$ cat config.mk
export PLATFORM = sky130hd
export DESIGN_NAME = leaf_out_arbiter
export DESIGN_NICKNAME = d
export VERILOG_FILES = /design/src/rtl/leaf_pkg.sv /design/src/rtl/rr_arbiter.sv /design/src/rtl/leaf_out_arbiter.sv
export SDC_FILE = /design/constraint.sdc
export NUM_CORES = 1
export LEC_CHECK = 0
export ABC_CLOCK_PERIOD_IN_PS = 6600
export CORE_MARGIN = 1.5
export CORE_UTILIZATION = 40
export DETAILED_ROUTE_END_ITERATION = 10
export DONT_BUFFER_PORTS = 1
export RECOVER_POWER = 50
export SLEW_MARGIN = 20
export SYNTH_ARGS = -nofsm -noshare
export SYNTH_HDL_FRONTEND = slang
export SYNTH_SLANG_ARGS = --single-unit
$ cat constraint.sdc
create_clock -name clk -period 6.6 [get_ports clk]
set_clock_uncertainty 0.2 [all_clocks]
set_input_delay 1.32 -clock clk [delete_from_list [all_inputs] [get_ports clk]]
set_output_delay 1.32 -clock clk [all_outputs]
set_load 0.03 [all_outputs]
$ cat src/rtl/leaf_pkg.sv
// Shared definitions for the leaf interface: BFT packet field offsets,
// credit counter width and the per-port destination table entry.
package leaf_pkg;

    localparam int unsigned VALID_BIT   = 48;
    localparam int unsigned LEAF_LSB    = 43;
    localparam int unsigned PORT_LSB    = 39;
    localparam int unsigned ADDR_LSB    = 32;
    localparam int unsigned CREDIT_BITS = 8;

    typedef struct packed {
        logic [4:0] leaf;
        logic [3:0] dport;
        logic       configured;
    } dest_entry_t;

endpackage

$ cat src/rtl/rr_arbiter.sv
// N-way round-robin arbiter: searches from ptr_i+1 (wrapping) and returns
// a one-hot grant for the first requester found.
module rr_arbiter #(
    parameter int unsigned N    = 3,
    parameter int unsigned PtrW = (N > 1) ? $clog2(N) : 1
) (
    input  logic [N-1:0]    req_i,
    input  logic [PtrW-1:0] ptr_i,
    output logic [N-1:0]    gnt_o
);

    always_comb begin
        int unsigned idx;
        logic        found;
        gnt_o = '0;
        found = 1'b0;
        idx   = 0;
        for (int unsigned k = 1; k <= N; k++) begin
            idx = 32'(ptr_i) + k;
            if (idx >= N) begin
                idx = idx - N;
            end
            if (!found && req_i[PtrW'(idx)]) begin
                gnt_o[PtrW'(idx)] = 1'b1;
                found             = 1'b1;
            end
        end
    end

endmodule

$ cat src/rtl/leaf_out_arbiter.sv
// Round-robin arbiter from user output streams into the BFT injection port;
// wraps each accepted word into a packet, gated by per-port credits.
module leaf_out_arbiter
    import leaf_pkg::*;
#(
    parameter int unsigned PACKET_BITS           = 49,
    parameter int unsigned PAYLOAD_BITS          = 32,
    parameter int unsigned NUM_LEAF_BITS         = 5,
    parameter int unsigned NUM_PORT_BITS         = 4,
    parameter int unsigned NUM_ADDR_BITS         = 7,
    parameter int unsigned NUM_OUT_PORTS         = 3,
    parameter int unsigned FREESPACE_UPDATE_SIZE = 64,
    parameter int unsigned CREDIT_INIT           = 128
) (
    input  logic                                    clk,
    input  logic                                    reset,
    input  logic [NUM_OUT_PORTS*PAYLOAD_BITS-1:0]   din_leaf_user2interface,
    input  logic [NUM_OUT_PORTS-1:0]                vld_user2interface,
    output logic [NUM_OUT_PORTS-1:0]                ack_interface2user,
    input  logic                                    cfg_wr,
    input  logic [NUM_PORT_BITS-1:0]                cfg_port,
    input  logic [NUM_LEAF_BITS-1:0]                cfg_leaf,
    input  logic [NUM_PORT_BITS-1:0]                cfg_dport,
    input  logic                                    credit_upd,
    input  logic [NUM_PORT_BITS-1:0]                credit_upd_port,
    input  logic                                    resend,
    input  logic                                    out_ready,
    output logic [PACKET_BITS-1:0]                  dout_leaf_interface2bft
);

    localparam int unsigned PtrW = (NUM_OUT_PORTS > 1) ? $clog2(NUM_OUT_PORTS) : 1;
    localparam logic [CREDIT_BITS:0]   UpdAmt   = (CREDIT_BITS + 1)'(FREESPACE_UPDATE_SIZE);
    localparam logic [CREDIT_BITS:0]   CredMax  = (CREDIT_BITS + 1)'(CREDIT_INIT);
    localparam logic [CREDIT_BITS-1:0] CredInit = CREDIT_BITS'(CREDIT_INIT);

    dest_entry_t                cfg_q    [NUM_OUT_PORTS];
    dest_entry_t                cfg_d    [NUM_OUT_PORTS];
    logic [CREDIT_BITS-1:0]     credit_q [NUM_OUT_PORTS];
    logic [CREDIT_BITS-1:0]     credit_d [NUM_OUT_PORTS];
    logic [NUM_ADDR_BITS-1:0]   seq_q    [NUM_OUT_PORTS];
    logic [NUM_ADDR_BITS-1:0]   seq_d    [NUM_OUT_PORTS];
    logic [PtrW-1:0]            rr_ptr_q, rr_ptr_d;
    logic [PACKET_BITS-1:0]     dout_q, dout_d;

    logic                       load;
    logic [NUM_OUT_PORTS-1:0]   req, gnt;
    logic                       gnt_any;
    logic [PtrW-1:0]            gnt_idx;
    logic [PAYLOAD_BITS-1:0]    gnt_word;
    logic [NUM_LEAF_BITS-1:0]   gnt_leaf;
    logic [NUM_PORT_BITS-1:0]   gnt_dport;
    logic [NUM_ADDR_BITS-1:0]   gnt_seq;

    // Output register can take a new packet when empty or being drained.
    always_comb begin
        load = !dout_q[VALID_BIT] || out_ready;
        req  = '0;
        for (int i = 0; i < NUM_OUT_PORTS; i++) begin
            req[i] = load && !resend && vld_user2interface[i] && cfg_q[i].configured
                     && (credit_q[i] != '0);
        end
    end

    rr_arbiter #(
        .N    (NUM_OUT_PORTS),
        .PtrW (PtrW)
    ) u_rr_arbiter (
        .req_i (req),
        .ptr_i (rr_ptr_q),
        .gnt_o (gnt)
    );

    assign ack_interface2user      = gnt;
    assign gnt_any                 = |gnt;
    assign dout_leaf_interface2bft = dout_q;

    always_comb begin
        gnt_idx   = '0;
        gnt_word  = '0;
        gnt_leaf  = '0;
        gnt_dport = '0;
        gnt_seq   = '0;
        for (int i = 0; i < NUM_OUT_PORTS; i++) begin
            if (gnt[i]) begin
                gnt_idx   = PtrW'(i);
                gnt_word  = din_leaf_user2interface[i*PAYLOAD_BITS +: PAYLOAD_BITS];
                gnt_leaf  = cfg_q[i].leaf;
                gnt_dport = cfg_q[i].dport;
                gnt_seq   = seq_q[i];
            end
        end
    end

    always_comb begin
        logic [CREDIT_BITS:0] sum;
        dout_d   = dout_q;
        rr_ptr_d = rr_ptr_q;
        sum      = '0;
        cfg_d    = cfg_q;
        credit_d = credit_q;
        seq_d    = seq_q;

        if (resend) begin
            dout_d[VALID_BIT] = 1'b0;
        end else if (gnt_any) begin
            dout_d[VALID_BIT]                    = 1'b1;
            dout_d[LEAF_LSB +: NUM_LEAF_BITS]    = gnt_leaf;
            dout_d[PORT_LSB +: NUM_PORT_BITS]    = gnt_dport;
            dout_d[ADDR_LSB +: NUM_ADDR_BITS]    = gnt_seq;
            dout_d[PAYLOAD_BITS-1:0]             = gnt_word;
            rr_ptr_d                             = gnt_idx;
        end else if (out_ready) begin
            dout_d[VALID_BIT] = 1'b0;
        end

        // Out-of-range cfg_port / credit_upd_port never match an index.
        for (int i = 0; i < NUM_OUT_PORTS; i++) begin
            if (gnt[i]) begin
                seq_d[i] = seq_q[i] + 1'b1;
            end
            sum = {1'b0, credit_q[i]};
            if (credit_upd && (credit_upd_port == NUM_PORT_BITS'(i))) begin
                sum = sum + UpdAmt;
            end
            if (gnt[i]) begin
                sum = sum - 1'b1;
            end
            if (sum > CredMax) begin
                sum = CredMax;
            end
            credit_d[i] = sum[CREDIT_BITS-1:0];
            if (cfg_wr && (cfg_port == NUM_PORT_BITS'(i))) begin
                cfg_d[i].leaf       = cfg_leaf;
                cfg_d[i].dport      = cfg_dport;
                cfg_d[i].configured = 1'b1;
            end
        end
    end

    always_ff @(posedge clk or negedge reset) begin
        if (!reset) begin
            dout_q   <= '0;
            rr_ptr_q <= PtrW'(NUM_OUT_PORTS - 1);
            for (int i = 0; i < NUM_OUT_PORTS; i++) begin
                cfg_q[i]    <= '0;
                credit_q[i] <= CredInit;
                seq_q[i]    <= '0;
            end
        end else begin
            dout_q   <= dout_d;
            rr_ptr_q <= rr_ptr_d;
            cfg_q    <= cfg_d;
            credit_q <= credit_d;
            seq_q    <= seq_d;
        end
    end

endmodule

# Word-level counts from Yosys, hierarchy flattened

Cells that the tools add are included.

Output and inout port bits: 52
Flip-flop bits (word level): 126
RAM bits: 0
Memories kept: 0
Bits in read-only memories: 0
Latch bits: 0

Magnitude comparators: 12
Div/mod/pow operators: 0
Bitwise logic cells: 3
Multiplexer cells: 46
Multipliers: 0
Equality and inequality tests: 4
Add/sub/neg operators: 15
Reduce and logical (&&, ||, !) cells: 34
Shifts and indexed selects: 0

Operators by type and width:

| kind                  | count |
|---|---|
| $mux W32              | 3 |
| $mux W9               | 6 |
| $add A8 B7 Y9 const B | 3 |
| $gt A9 B8 Y1 const B  | 3 |
| $sub A9 B1 Y9 const B | 3 |
| $mux W8               | 3 |
| $reduce_bool A8 Y1    | 3 |
| $add A7 B1 Y7 const B | 3 |
| $logic_and A1 B1 Y1   | 21 |
| $mux W7               | 3 |
| $mux W5               | 3 |
| $mux W1               | 12 |
| $mux W4               | 3 |
| $ge A3 B2 Y1 const B  | 3 |
| $lt A2 B3 Y1 const B  | 3 |
| $mux W3               | 3 |
| $eq A4 B1 Y1 const B  | 2 |
| $eq A4 B2 Y1 const B  | 2 |
| $logic_not A4 Y1      | 2 |
| $mux W2               | 4 |
| $add A2 B2 Y3 const B | 2 |
| $bmux W1 S2           | 3 |
| $demux W1 S2          | 3 |
| $ge A2 B1 Y1 const B  | 3 |
| 9 further kinds       | 15 |

# Longest topological paths before layout

Gate-level depths: netlist of the first run.

Depth after elaboration: 18
Depth in mapped cells: 14
Gate-level depth less buffers: 11

# By module

Synthesis of the first run repeated with hierarchy kept, for this count alone.

Cell total of the unflattened synthesis: 671
Area, all modules: 6688.9 µm²

By module, submodules not included:

| module           | sequential area each (µm²) | cells an instance | area each (µm²) | times used |
|---|---|---|---|---|
| leaf_out_arbiter | 3158.0                     | 634               | 6414.9          | 1 |
| rr_arbiter       | 0.0                        | 37                | 274.0           | 1 |

# Worst setup path after synthesis of the first run

OpenSTA, ideal clock, no wires.

Kind: in2out
From: in out_ready
To: out ack_interface2user[2]
Data required time: 5.080 ns
Arrival time: 3.267 ns
Stages: 8
Path buffers: 3
Setup slack: 1.813 ns
Cell sequence: nor2b_1 nor4b_1 a22o_1 or4_4 o22ai_4 buf_2 buf_1 buf_4

Longest elaborated chain between the ends: 14
Elaborated cells between the ends (all ways): 28
Those cells by class: 11 x mux; 2 x bitwise; 15 x reduce/logical

RTL lines:

| element                           | line                   | RTL |
|---|---|---|
| start, declared                   | leaf_out_arbiter.sv:27 | `input logic out_ready,` |
| $logic_or A1 B1 Y1 (*)            | leaf_out_arbiter.sv:56 | `load = !dout_q[VALID_BIT] \|\| out_ready;` |
| $logic_and A1 B1 Y1 (*)           | leaf_out_arbiter.sv:59 | `req[i] = load && !resend && vld_user2interface[i] && cfg_q[i].configured` |
| $logic_and A1 B1 Y1 (2 in series) | leaf_out_arbiter.sv:59 |  |
| $logic_and A1 B1 Y1               | leaf_out_arbiter.sv:60 | `&& (credit_q[i] != '0);` |
| $bmux W1 S2                       | rr_arbiter.sv:23       | `if (!found && req_i[PtrW'(idx)]) begin` |
| $mux W1 (implied by the code)     | rr_arbiter.sv:23       |  |
| $mux W1                           | rr_arbiter.sv:23       |  |
| $logic_not A1 Y1                  | rr_arbiter.sv:23       |  |
| $logic_and A1 B1 Y1               | rr_arbiter.sv:23       |  |
| $mux W1                           | rr_arbiter.sv:23       |  |
| $logic_not A1 Y1                  | rr_arbiter.sv:23       |  |
| $logic_and A1 B1 Y1               | rr_arbiter.sv:23       |  |
| $mux W3 (*)                       | rr_arbiter.sv:23       |  |
| end, declared                     | leaf_out_arbiter.sv:19 | `output logic [NUM_OUT_PORTS-1:0] ack_interface2user,` |

Mark *: on every way between the ends. The rest lies on a longest branch, timed or not. The select of a mux whose other input is x is not followed.

# Worst setup path in the final report of the first run

From: reg rr_ptr_q[1]
To: reg seq_q[12] (netlist bit)

Longest elaborated chain between the ends: 12
Elaborated cells between the ends (all ways): 44
Those cells by class: 6 x add/sub; 9 x order compare; 20 x mux; 2 x bitwise; 7 x reduce/logical

RTL lines:

| element                                                              | line                               | RTL |
|---|---|---|
| start, declared                                                      | leaf_out_arbiter.sv:42             | `logic [PtrW-1:0] rr_ptr_q, rr_ptr_d;` |
| start signal, assigned                                               | leaf_out_arbiter.sv:143            | `rr_ptr_q <= PtrW'(NUM_OUT_PORTS - 1);` |
| start signal, assigned                                               | leaf_out_arbiter.sv:151            | `rr_ptr_q <= rr_ptr_d;` |
| $add A2 B1 Y3                                                        | rr_arbiter.sv:19                   | `idx = 32'(ptr_i) + k;` |
| $ge A3 B2 Y1 or $sub A2 B2 Y2 (tied branches)                        | rr_arbiter.sv:20, rr_arbiter.sv:21 |  |
| $mux W2                                                              | rr_arbiter.sv:20                   | `if (idx >= N) begin` |
| $lt A2 B3 Y1 (implied by the code), or another cell as far along     | rr_arbiter.sv:24                   | `gnt_o[PtrW'(idx)] = 1'b1;` |
| $logic_and A1 B1 Y1 (implied by the code) or $mux W1 (tied branches) | rr_arbiter.sv:24, rr_arbiter.sv:23 |  |
| $mux W1 (on tied branches)                                           | rr_arbiter.sv:24, rr_arbiter.sv:23 |  |
| $demux W1 S2 or $logic_not A1 Y1 (tied branches)                     | --                                 |  |
| $mux W3 or $logic_and A1 B1 Y1 (tied branches)                       | rr_arbiter.sv:23                   |  |
| $or A3 B3 Y3 (no line) or $mux W1 (tied branches)                    | --                                 |  |
| $mux W3 or $logic_not A1 Y1 (tied branches)                          | rr_arbiter.sv:23                   |  |
| $or A3 B3 Y3 (no line) or $logic_and A1 B1 Y1 (tied branches)        | --                                 |  |
| $mux W3 (*)                                                          | rr_arbiter.sv:23                   |  |
| net ack_interface2user[1]                                            | leaf_out_arbiter.sv:19             |  |
| end signal, assigned                                                 | leaf_out_arbiter.sv:154            | `seq_q <= seq_d;` |
| end, declared                                                        | leaf_out_arbiter.sv:40             | `logic [NUM_ADDR_BITS-1:0] seq_q [NUM_OUT_PORTS];` |

The timed path passes the listed nets; every way through them passes the cells marked *. The select of a mux whose other input is x is not followed.
A chain may end at the register's enable or synchronous reset.

==> flow_metrics.py, run 1 <==
metrics = {
    "run_status": {
        "status": "complete, but fails checks",
        "failed_checks": "capacitance limit, slew limit",
    },
    "timing": {
        "fin_ws_ps": 2020,
        "rsz0062_at_grt": "no",
        "worstMarginPinSlew_ps": 1600,
        "fmax_ghz": 0.218,
        "timing.final.crit_share_pct": 69.4,
        "hold_viol": 0,
        "drv_slew": 11,
        "setup_viol_count_final": 0,
        "relSlewSlack_pct": -7.52,
        "layout_min_cycle_time_ps": 4580,
        "tns_ps": 0,
    },
    "worst_setup_path": {
        "cp_max_fo": 65,
        "worstPathRequired_ps": 6700,
        "crit_arrival_ps": 4680,
        "r2r_cells": 12,
        "critPathKind": "reg -> reg",
        "worstSetupEndpointType": "flip-flop",
        "startpoint_type": "flip-flop",
    },
    "grt": {
        "grt_pass1_wl_mm": 26.0,
        "grt_overflow": 0,
        "antenna_found_initial": 1,
        "grt_pass1_vias": 5238,
        "grt_max_degree": 127,
        "grt_use_total_pct": 18.6,
    },
    "synth": {
        "synth_edf_count": 0,
        "ys_async_sr_fraction_pct": 100,
        "synth_area_um2": 6910,
        "synth-seq-cells": 126,
        "synth_area_leaders": "dfrtp_1, mux2i_1, nor2_1",
        "seq_area_frac_synth_pct": 45.7,
        "ys_types": 56,
        "synth_ff_type": "dfrtp_1",
        "avgSynthCellArea_um2": 9.68,
        "syn-num-nets": 854,
        "yosysWarnings": 0,
        "synth_top_area_cell": "dfrtp_1",
        "synth_top_area_share_pct": 44.2,
        "synth.most_common_cell": "dfrtp_1",
        "synth_commonest_cells": "dfrtp_1, nor2_1, nand2_1, mux2i_1",
        "synthCells": 714,
    },
    "cts": {
        "cts.sink_count": 126,
        "clk_latency_ps": 410,
        "cts_hold_buf": 0,
        "cts_tree": "yes",
        "cts.path.max_buffers": 2,
        "htree_levels": 4,
        "cts_resized": 0,
        "cts-root-buf": "clkbuf_16",
        "clk_pin_slew_worst_paths_ps": 60,
        "postCtsSetupBuffers": 0,
        "cts_made_buffers": 17,
    },
    "detailed_routing": {
        "drt_iter0_drc": 336,
        "wl_mm": 16.0,
        "viasPerCell": 5.42,
        "drc": 0,
        "ant_nets": 0,
        "wl_per_cell_um": 17.1,
        "via_count": 5082,
        "first_pass_iters": 5,
    },
    "layout": {
        "nFillCells": 1551,
        "multiInputGateArea_um2": 3490,
        "register_area_um2": 3160,
        "stdcell_area_um2": 7670,
        "syn_to_final_growth_pct": 11.1,
        "nets": 844,
        "layout-drive-gt1-share_pct": 12.0,
    },
    "pwr": {
        "swShare_pct": 42.8,
        "vdd_drop_max_uv": 271,
        "switchingPower_mw": 1.72,
        "pwr-share-seq_pct": 38.8,
        "p_per_area_nw_per_um2": 524,
        "p_int_mw": 2.30,
        "combinationalPowerShare_pct": 36.1,
        "p_leak_nw": 3.21,
        "clock_power_share_pct": 25.1,
    },
    "placement": {
        "placed_area_um2": 7040,
        "place.gp.congestion": 0.847,
        "numPortBuffers": 0,
        "hpwl_mm": 11.2,
        "place_ws_ps": 1700,
    },
    "die": {
        "die_width_um": 134,
        "die_y_um": 134,
        "core_area_um2": 16700,
        "start_util_pct": 41.4,
        "die-area_um2": 18100,
        "pin_count": 174,
        "num_rows": 47,
    },
    "hold_path": {
        "whs_path_depth": 1,
        "hp-class": "reg -> reg",
    },
    "job": {
        "drv_cap": 1,
    },
}
[layer usage]
metal / up-vias / wire length [um] / track usage, %
li1: 2459 / - / -
met1: 2428 / 6940 / 22.3
met2: 171 / 7540 / 29.9
met3: 24 / 1160 / 6.35
met4: 0 / 405 / 9.08
met5: - / 0 / 0
[registers in the layout (all words and copies together), names as in the netlist]
signal,flops
cfg_q,30
credit_q,24
dout_leaf_interface2bft,49
rr_ptr_q,2
seq_q,21
[cell families (layout without fill, tap and decap cells)]
kind of cell | after synthesis | count (layout) | synth area share [%]
XOR/XNOR | 44 | 44 | 5.58
flip-flops | 126 | 126 | 45.7
multiplexers | 83 | 83 | 12.6
other | 0 | 1 | 0
AND/OR/NAND/NOR | 248 | 248 | 16.6
AO/OA/AOI/OAI | 141 | 141 | 12.5
adder cells (fa/ha/maj) | 18 | 18 | 3.26
buffers and inverters | 54 | 57 | 3.82
[worst paths after layout]
check / from / end / slack [ps]
worst max-delay path: rr_ptr_q[1]$_DFFE_PN1P_ / seq_q[12]$_DFFE_PN0P_ / 2020
worst min-delay path: seq_q[6]$_DFFE_PN0P_ / seq_q[6]$_DFFE_PN0P_ / 270
worst max register to register: rr_ptr_q[1]$_DFFE_PN1P_ / seq_q[12]$_DFFE_PN0P_ / 2020
worst min register to register: seq_q[6]$_DFFE_PN0P_ / seq_q[6]$_DFFE_PN0P_ / 270
max in group asynchronous: reset / credit_q[23]$_DFF_PN1_ / 5450
min in group asynchronous: reset / dout_leaf_interface2bft[48]$_DFFE_PN0P_ / 400
[area by class of cell]
cell class                      instances  area share (%)
Antenna cell                            1          0.0326
Sequential cell                       126            41.1
Clock buffer                           17            5.54
Inverter                               19           0.929
Tap cell                              220            3.59
Multi-Input combinational cell        534            45.4
Clock inverter                         15            2.74
Timing Repair Buffer                    6           0.587
[metrics by stage]
stage	util, %	hold WS [ps]	std cells	total power, mW
after global placement	42.2	251	905	2.95
after floorplan	-	235	714	2.74
after detailed placement	42.2	266	905	3.03
final	46.0	272	938	4.02
after global routing	46.0	286	938	4.32
after CTS	46.0	279	937	4.05
[power by group through the flow]
stage	logic (mW)	clock network (mW)	registers, mW
after floorplan	1.25	0	1.49
after global placement	1.39	0	1.57
after detailed placement	1.46	0	1.57
after CTS	1.46	1.03	1.56
after global routing	1.65	1.07	1.60
final	1.45	1.01	1.56
[cells in the final DEF, fill, tap and decap left out, types with 4 or more instances in the layout]
cell	Yosys	routed
nor2_1	93	93
nand3_1	15	15
and3_1	4	4
inv_1	19	19
nand4b_1	5	5
mux2i_1	53	53
mux2_2	30	30
a21oi_1	52	52
nand4_1	11	11
dfstp_2	4	4
o21ai_0	52	52
dfrtp_1	122	122
buf_4	2	6
xor2_1	16	16
clkbuf_16	0	17
nand2b_1	6	6
xnor2_1	28	28
a31oi_1	4	4
nor2b_1	4	4
clkinv_4	0	4
ha_1	18	18
nand2_1	80	80
bufinv_16	0	4
a211oi_1	5	5
nor3_1	11	11
[worst max-delay path, cell delays in order (launching register included)]
cell      delay (ps)
dfstp_2          570
inv_1            100
ha_1             410
or2_2            310
a211oi_1         180
a311oi_1         110
or4_4            490
o211ai_4         330
buf_4            510
buf_4            620
and3_1           300
nand4_1          130
xnor2_1          140
(Power assumes the default switching activity.)
==> run 2, diff against run 1 <==
ABC_AREA = 1   (was not set)
ABC_CLOCK_PERIOD_IN_PS = 3800   (was 6600)
clock period = 3.8 ns   (was 6.6 ns; I/O delays follow)
==> run 2 against run 1 <==
  * The flow still finishes with violations (capacitance limit, slew limit)
  * Register-to-register slack lost 1600 ps
  * Sequential power is 77% higher
  * Die area is 1.7% higher
  * Area after synthesis up 1.8%
  * Via count rose by 13%
  * Core utilization fell by 0.26 points
  * Design area up 2.6%
  * First-iteration DRC count is 5.7% lower
  * Sequential share of layout area decreased by 1.1 points
==> flow_metrics.py, run 2 <==
metrics = {
    "synth": {
        "ys_async_sr_fraction_pct": 100,
        "synth_area_leaders": "dfrtp_1, nand2_1, nand3_1",
        "synth-seq-cells": 126,
        "synth_top_area_cell": "dfrtp_1",
        "synth_area_um2": 7030,
        "seq_area_frac_synth_pct": 44.9,
        "synth.most_common_cell": "nand2_1",
        "synthCells": 871,
        "synth_top_area_share_pct": 43.4,
        "syn-num-nets": 1011,
        "synth_commonest_cells": "nand2_1, dfrtp_1, nand3_1, inv_1, nand4_1",
        "yosysWarnings": 0,
        "synth_edf_count": 0,
        "synth_ff_type": "dfrtp_1",
        "avgSynthCellArea_um2": 8.07,
        "ys_types": 38,
    },
    "job": {
        "drv_cap": 1,
    },
    "layout": {
        "nFillCells": 1685,
        "largest_reg_flops": 49,
        "syn_to_final_growth_pct": 12.0,
        "num_antenna_cells": 0,
        "multiInputGateArea_um2": 3370,
        "register_area_um2": 3160,
        "fin_cells": 1105,
        "final_common_cell": "nand2_1",
        "layout-drive-gt1-share_pct": 12.3,
        "nets": 1007,
        "stdcell_area_um2": 7880,
        "mostFrequentLayoutCells": "nand2_1, dfrtp_1, nand3_1, inv_1, nand4_1",
    },
    "run_status": {
        "failed_checks": "capacitance limit, slew limit",
        "status": "complete, but fails checks",
    },
    "grt": {
        "grt_use_total_pct": 18.8,
        "grt_overflow": 0,
        "grt_max_degree": 127,
        "antenna_found_initial": 0,
        "grt_pass1_vias": 5373,
        "grt_pass1_wl_mm": 27.1,
    },
    "die": {
        "pin_count": 174,
        "start_util_pct": 40.8,
        "num_rows": 48,
        "die_width_um": 136,
        "die-area_um2": 18400,
        "die_y_um": 136,
        "core_area_um2": 17200,
    },
    "cts": {
        "cts.sink_count": 126,
        "cts_made_buffers": 17,
        "cts.path.max_buffers": 2,
        "clk_latency_ps": 420,
        "clk_pin_slew_worst_paths_ps": 60,
        "cts-root-buf": "clkbuf_16",
        "htree_levels": 4,
        "cts_tree": "yes",
    },
    "placement": {
        "numPortBuffers": 0,
        "place_ws_ps": 341,
        "place.gp.congestion": 0.856,
        "placed_area_um2": 7200,
        "dp.cells": 1070,
        "hpwl_mm": 11.6,
    },
    "timing": {
        "tns_ps": 0,
        "layout_min_cycle_time_ps": 3610,
        "relSlewSlack_pct": -85.0,
        "hold_viol": 0,
        "rsz0062_at_grt": "no",
        "timing.final.crit_share_pct": 95.0,
        "drv_slew": 123,
        "worstMarginPinSlew_ps": 2770,
        "setup_viol_count_final": 0,
        "fin_ws_ps": 190,
        "fmax_ghz": 0.277,
    },
    "detailed_routing": {
        "ant_nets": 0,
        "first_pass_iters": 5,
        "drt_iter0_drc": 317,
        "via_count": 5740,
        "wl_per_cell_um": 15.4,
        "viasPerCell": 5.19,
        "wl_mm": 17.0,
        "drc": 0,
    },
    "pwr": {
        "p_per_area_nw_per_um2": 1190,
        "p_leak_nw": 3.73,
        "vdd_drop_max_uv": 556,
        "total_power_mw": 9.39,
    },
    "worst_setup_path": {
        "r2r-end": "dout_leaf_interface2bft[19]$_DFFE_PN0P_",
        "r2r_slack_ps": 440,
        "crit_arrival_ps": 2650,
        "worstReg2RegStart": "rr_ptr_q[1]$_DFFE_PN1P_",
        "r2r_cells": 15,
        "worstPathRequired_ps": 2840,
        "startpoint_type": "flip-flop",
        "worstSetupEndpointType": "output port",
        "critPathKind": "reg -> out",
        "cp_max_fo": 24,
    },
    "hold_path": {
        "min_to": "dout_leaf_interface2bft[48]$_DFFE_PN0P_",
        "min_from": "resend",
        "hp-class": "in -> reg",
        "whs_path_depth": 1,
    },
}
run 2: cell count changes after synthesis, moves of 27 or more:
cell	before	now
a21oi_1	52	25
inv_1	19	73
mux2_2	30	0
mux2i_1	53	0
nand2_1	80	273
nand3_1	15	83
nand4_1	11	56
nor2_1	93	35
run 2: worst max path at each step:
stage	endpoint	depth (start not counted)	slack (ps)	start
after floorplan	ack_interface2user[2]	14	500	rr_ptr_q[1]$_DFFE_PN1P_
after global placement	dout_leaf_interface2bft[12]$_DFFE_PN0P_	15	410	rr_ptr_q[1]$_DFFE_PN1P_
after detailed placement	dout_leaf_interface2bft[8]$_DFFE_PN0P_	10	340	rr_ptr_q[1]$_DFFE_PN1P_
after CTS	ack_interface2user[2]	9	10	rr_ptr_q[1]$_DFFE_PN1P_
after global routing	ack_interface2user[1]	11	40	rr_ptr_q[1]$_DFFE_PN1P_
final	ack_interface2user[2]	9	190	rr_ptr_q[1]$_DFFE_PN1P_
run 2: stage by stage:
| step | utilization [%] | hold WS, ps |
|---|---|---|
| finish | 45.7 | 241 |
| floorplan | - | 235 |
| detailed placement | 41.8 | 251 |
| CTS | 45.4 | -185 |
| global route | 45.7 | 230 |
| global placement | 41.8 | 246 |
run 2: cell families after synthesis:
| logic type | after synthesis | share of synthesized area (%) |
|---|---|---|
| fa+ha+maj | 18 | 3.20 |
| xor+xnor | 37 | 4.61 |
| buf+inv | 118 | 7.28 |
| flops | 126 | 44.9 |
| compound gates | 74 | 6.05 |
| simple gates | 498 | 33.9 |
run 2: layer usage:
metal | GRT usage (%) | part of all wire, % | vias to the layer above
met3 | 5.72 | 6.2 | 20
met1 | 25.2 | 47 | 2712
li1 | - | - | 2837
met4 | 4.72 | 0.99 | 0
met2 | 29.6 | 46 | 171
met5 | 0 | 0 | -
run 2: timing repair:
| item | CTS | global route |
|---|---|---|
| endpoints found under the setup margin | 1 | 2 |
| setup buffers | 0 | 0 |
| endpoints found under the hold margin | 126 | 122 |
| gates resized for setup | 1 | 2 |
run 2: cell type report:
class	count	share of cell area [%]
Sequential cell	126	40.1
Inverter	83	3.96
Timing Repair Buffer	12	1.76
Clock inverter	13	2.05
Multi-Input combinational cell	627	42.8
Clock buffer	19	5.75
Tap cell	225	3.57
run 2: worst max-delay path, stage by stage (launching register included):
cell and delay, ps:
dfstp_2 550, inv_1 90, ha_2 450, inv_2 110, nand4_1 150, nand2_4 90
nor2_8 160, nand3_4 150, nand2_8 200, buf_6 270
run 2: where the power goes:
group	internal (mW)	switching, mW	total, mW
Combinational	1.63	3.30	4.94
Sequential	1.91	0.854	2.76
Clock	1.07	0.620	1.69
==> run 3, diff against run 2 <==
CORE_MARGIN = 2   (was 1.5)
==> run 3 against run 2 <==
  * The run ends with hold timing left
  * Fmax grew 0.12%
  * Via count grew 1.1%
  * Final cell count shrank 0.27%
  * Largest power group unchanged
==> flow_metrics.py, run 3 (synthesis gave the netlist of run 2 again) <==
metrics = {
    "timing": {
        "timing.final.crit_share_pct": 94.9,
        "setup_viol_count_final": 0,
        "layout_min_cycle_time_ps": 3610,
        "rsz0062_at_grt": "no",
        "hold_viol": 122,
        "holdWs_ps": -170,
        "fmax_ghz": 0.277,
        "tns_ps": 0,
        "relSlewSlack_pct": 53.1,
        "drv_slew": 0,
        "worstMarginPinSlew_ps": 702,
    },
    "detailed_routing": {
        "drc": 0,
        "via_count": 5805,
        "ant_nets": 0,
        "first_pass_iters": 5,
        "wl_mm": 17.1,
        "drt_iter0_drc": 331,
        "wl_per_cell_um": 15.5,
        "viasPerCell": 5.27,
    },
    "worst_setup_path": {
        "crit_family": "simple AND/OR/NAND/NOR gates",
        "cp-startpoint": "rr_ptr_q[1]$_DFFE_PN1P_",
        "r2r-end": "dout_leaf_interface2bft[33]$_DFFE_PN0P_",
        "crit_arrival_ps": 2650,
        "crit_path_end": "ack_interface2user[2]",
        "startpoint_type": "flip-flop",
        "r2r_slack_ps": 460,
        "slowest_delay_ps": 550,
        "cp_max_fo": 24,
        "crit_cells": 9,
        "path_cells": "inv_1 -> ha_2 -> inv_2 -> nand4_1 -> nand2_4 -> nor2_8 -> nand3_4 -> nand2_8 -> buf_6",
        "crit_buf_inv": 3,
        "worstSetupEndpointType": "output port",
        "critPathKind": "reg -> out",
        "r2r_cells": 15,
        "worstPathRequired_ps": 2840,
        "cp_slowest_cell": "dfstp_2",
        "worstReg2RegStart": "rr_ptr_q[1]$_DFFE_PN1P_",
    },
    "cts": {
        "clk_pin_slew_worst_paths_ps": 50,
        "cts_made_buffers": 17,
        "cts-root-buf": "clkbuf_16",
        "cts.path.max_buffers": 2,
        "htree_levels": 4,
        "postCtsSetupBuffers": 0,
        "cts.sink_count": 126,
        "cts_tree": "yes",
        "clk_latency_ps": 420,
    },
    "job": {
        "drv_cap": 0,
    },
    "layout": {
        "num_antenna_cells": 0,
        "mostFrequentLayoutCells": "nand2_1, dfrtp_1, nand3_1, inv_1, nand4_1",
        "final_common_cell": "nand2_1",
        "nets": 1007,
        "syn_to_final_growth_pct": 11.1,
        "largest_reg_flops": 49,
        "nFillCells": 1737,
        "layout-drive-gt1-share_pct": 11.9,
    },
    "grt": {
        "grt_overflow": 0,
        "antenna_found_initial": 0,
        "grt_use_total_pct": 19.1,
        "grt_pass1_vias": 5556,
        "grt_pass1_wl_mm": 27.6,
        "grt_max_degree": 127,
    },
    "die": {
        "die-area_um2": 18700,
        "pin_count": 174,
        "start_util_pct": 40.8,
        "num_rows": 48,
        "die_y_um": 137,
        "die_width_um": 137,
        "core_area_um2": 17200,
    },
    "placement": {
        "place.gp.congestion": 0.873,
        "hpwl_mm": 11.9,
        "numPortBuffers": 0,
    },
    "run_status": {
        "status": "complete, but fails checks",
        "failed_checks": "hold timing",
    },
    "pwr": {
        "vdd_drop_max_uv": 541,
        "p_per_area_nw_per_um2": 1190,
        "p_leak_nw": 3.71,
    },
    "hold_path": {
        "hp-class": "in -> async",
    },
}
run 3: how the worst min path moves through the flow:
stage,from,endpoint,depth (start not counted)
final,reset,cfg_q[16]$_DFFE_PN0P_,0
after global routing,reset,cfg_q[6]$_DFFE_PN0P_,0
after CTS,reset,cfg_q[6]$_DFFE_PN0P_,0
after detailed placement,cfg_q[0]$_DFFE_PN0P_,cfg_q[0]$_DFFE_PN0P_,2
after global placement,cfg_q[0]$_DFFE_PN0P_,cfg_q[0]$_DFFE_PN0P_,2
after floorplan,cfg_q[0]$_DFFE_PN0P_,cfg_q[0]$_DFFE_PN0P_,2
run 3: power breakdown:
group	switching, mW	internal [mW]
Clock	0.568	0.981
Combinational	3.31	1.64
Sequential	0.856	1.91
run 3: final cells by class:
| cell class | instances | area [um^2] | share of cell area (%) |
|---|---|---|---|
| clock buffers | 21 | 460 | 5.89 |
| well taps | 225 | 282 | 3.60 |
| inverters | 83 | 312 | 3.99 |
| repair buffers | 12 | 126 | 1.62 |
| clock inverters | 8 | 92.6 | 1.19 |
| multi-input cells | 627 | 3380 | 43.3 |
| flip-flops and latches | 126 | 3160 | 40.4 |
run 3: repair_timing:
item,in CTS,in global routing
endpoints found under the hold margin,125,124
gates cloned,0,0
resized for setup,1,3
setup endpoints to repair,1,2
run 3: layer usage:
metal	routed length [um]	global-route usage (%)	vias up	share of wire, %
li1	-	-	2839	-
met1	7820	25.5	2771	46
met2	7940	29.7	171	46
met3	1020	5.07	24	5.9
met4	312	7.23	0	1.8
met5	0	0	-	0
run 3: per-stage QoR:
| stage | util, % | area (um^2) | setup slack, ps | total power [mW] | cells |
|---|---|---|---|---|---|
| final | 45.3 | 7810 | 194 | 9.26 | 1102 |
| after global placement | 41.8 | 7210 | 386 | 7.60 | 1072 |
| after detailed placement | 41.8 | 7210 | 365 | 7.68 | 1072 |
| after global routing | 45.3 | 7810 | 8.14 | 10.1 | 1102 |
| after floorplan | - | 7030 | 505 | 6.53 | 871 |
| after CTS | 45.0 | 7760 | 27.0 | 9.26 | 1101 |
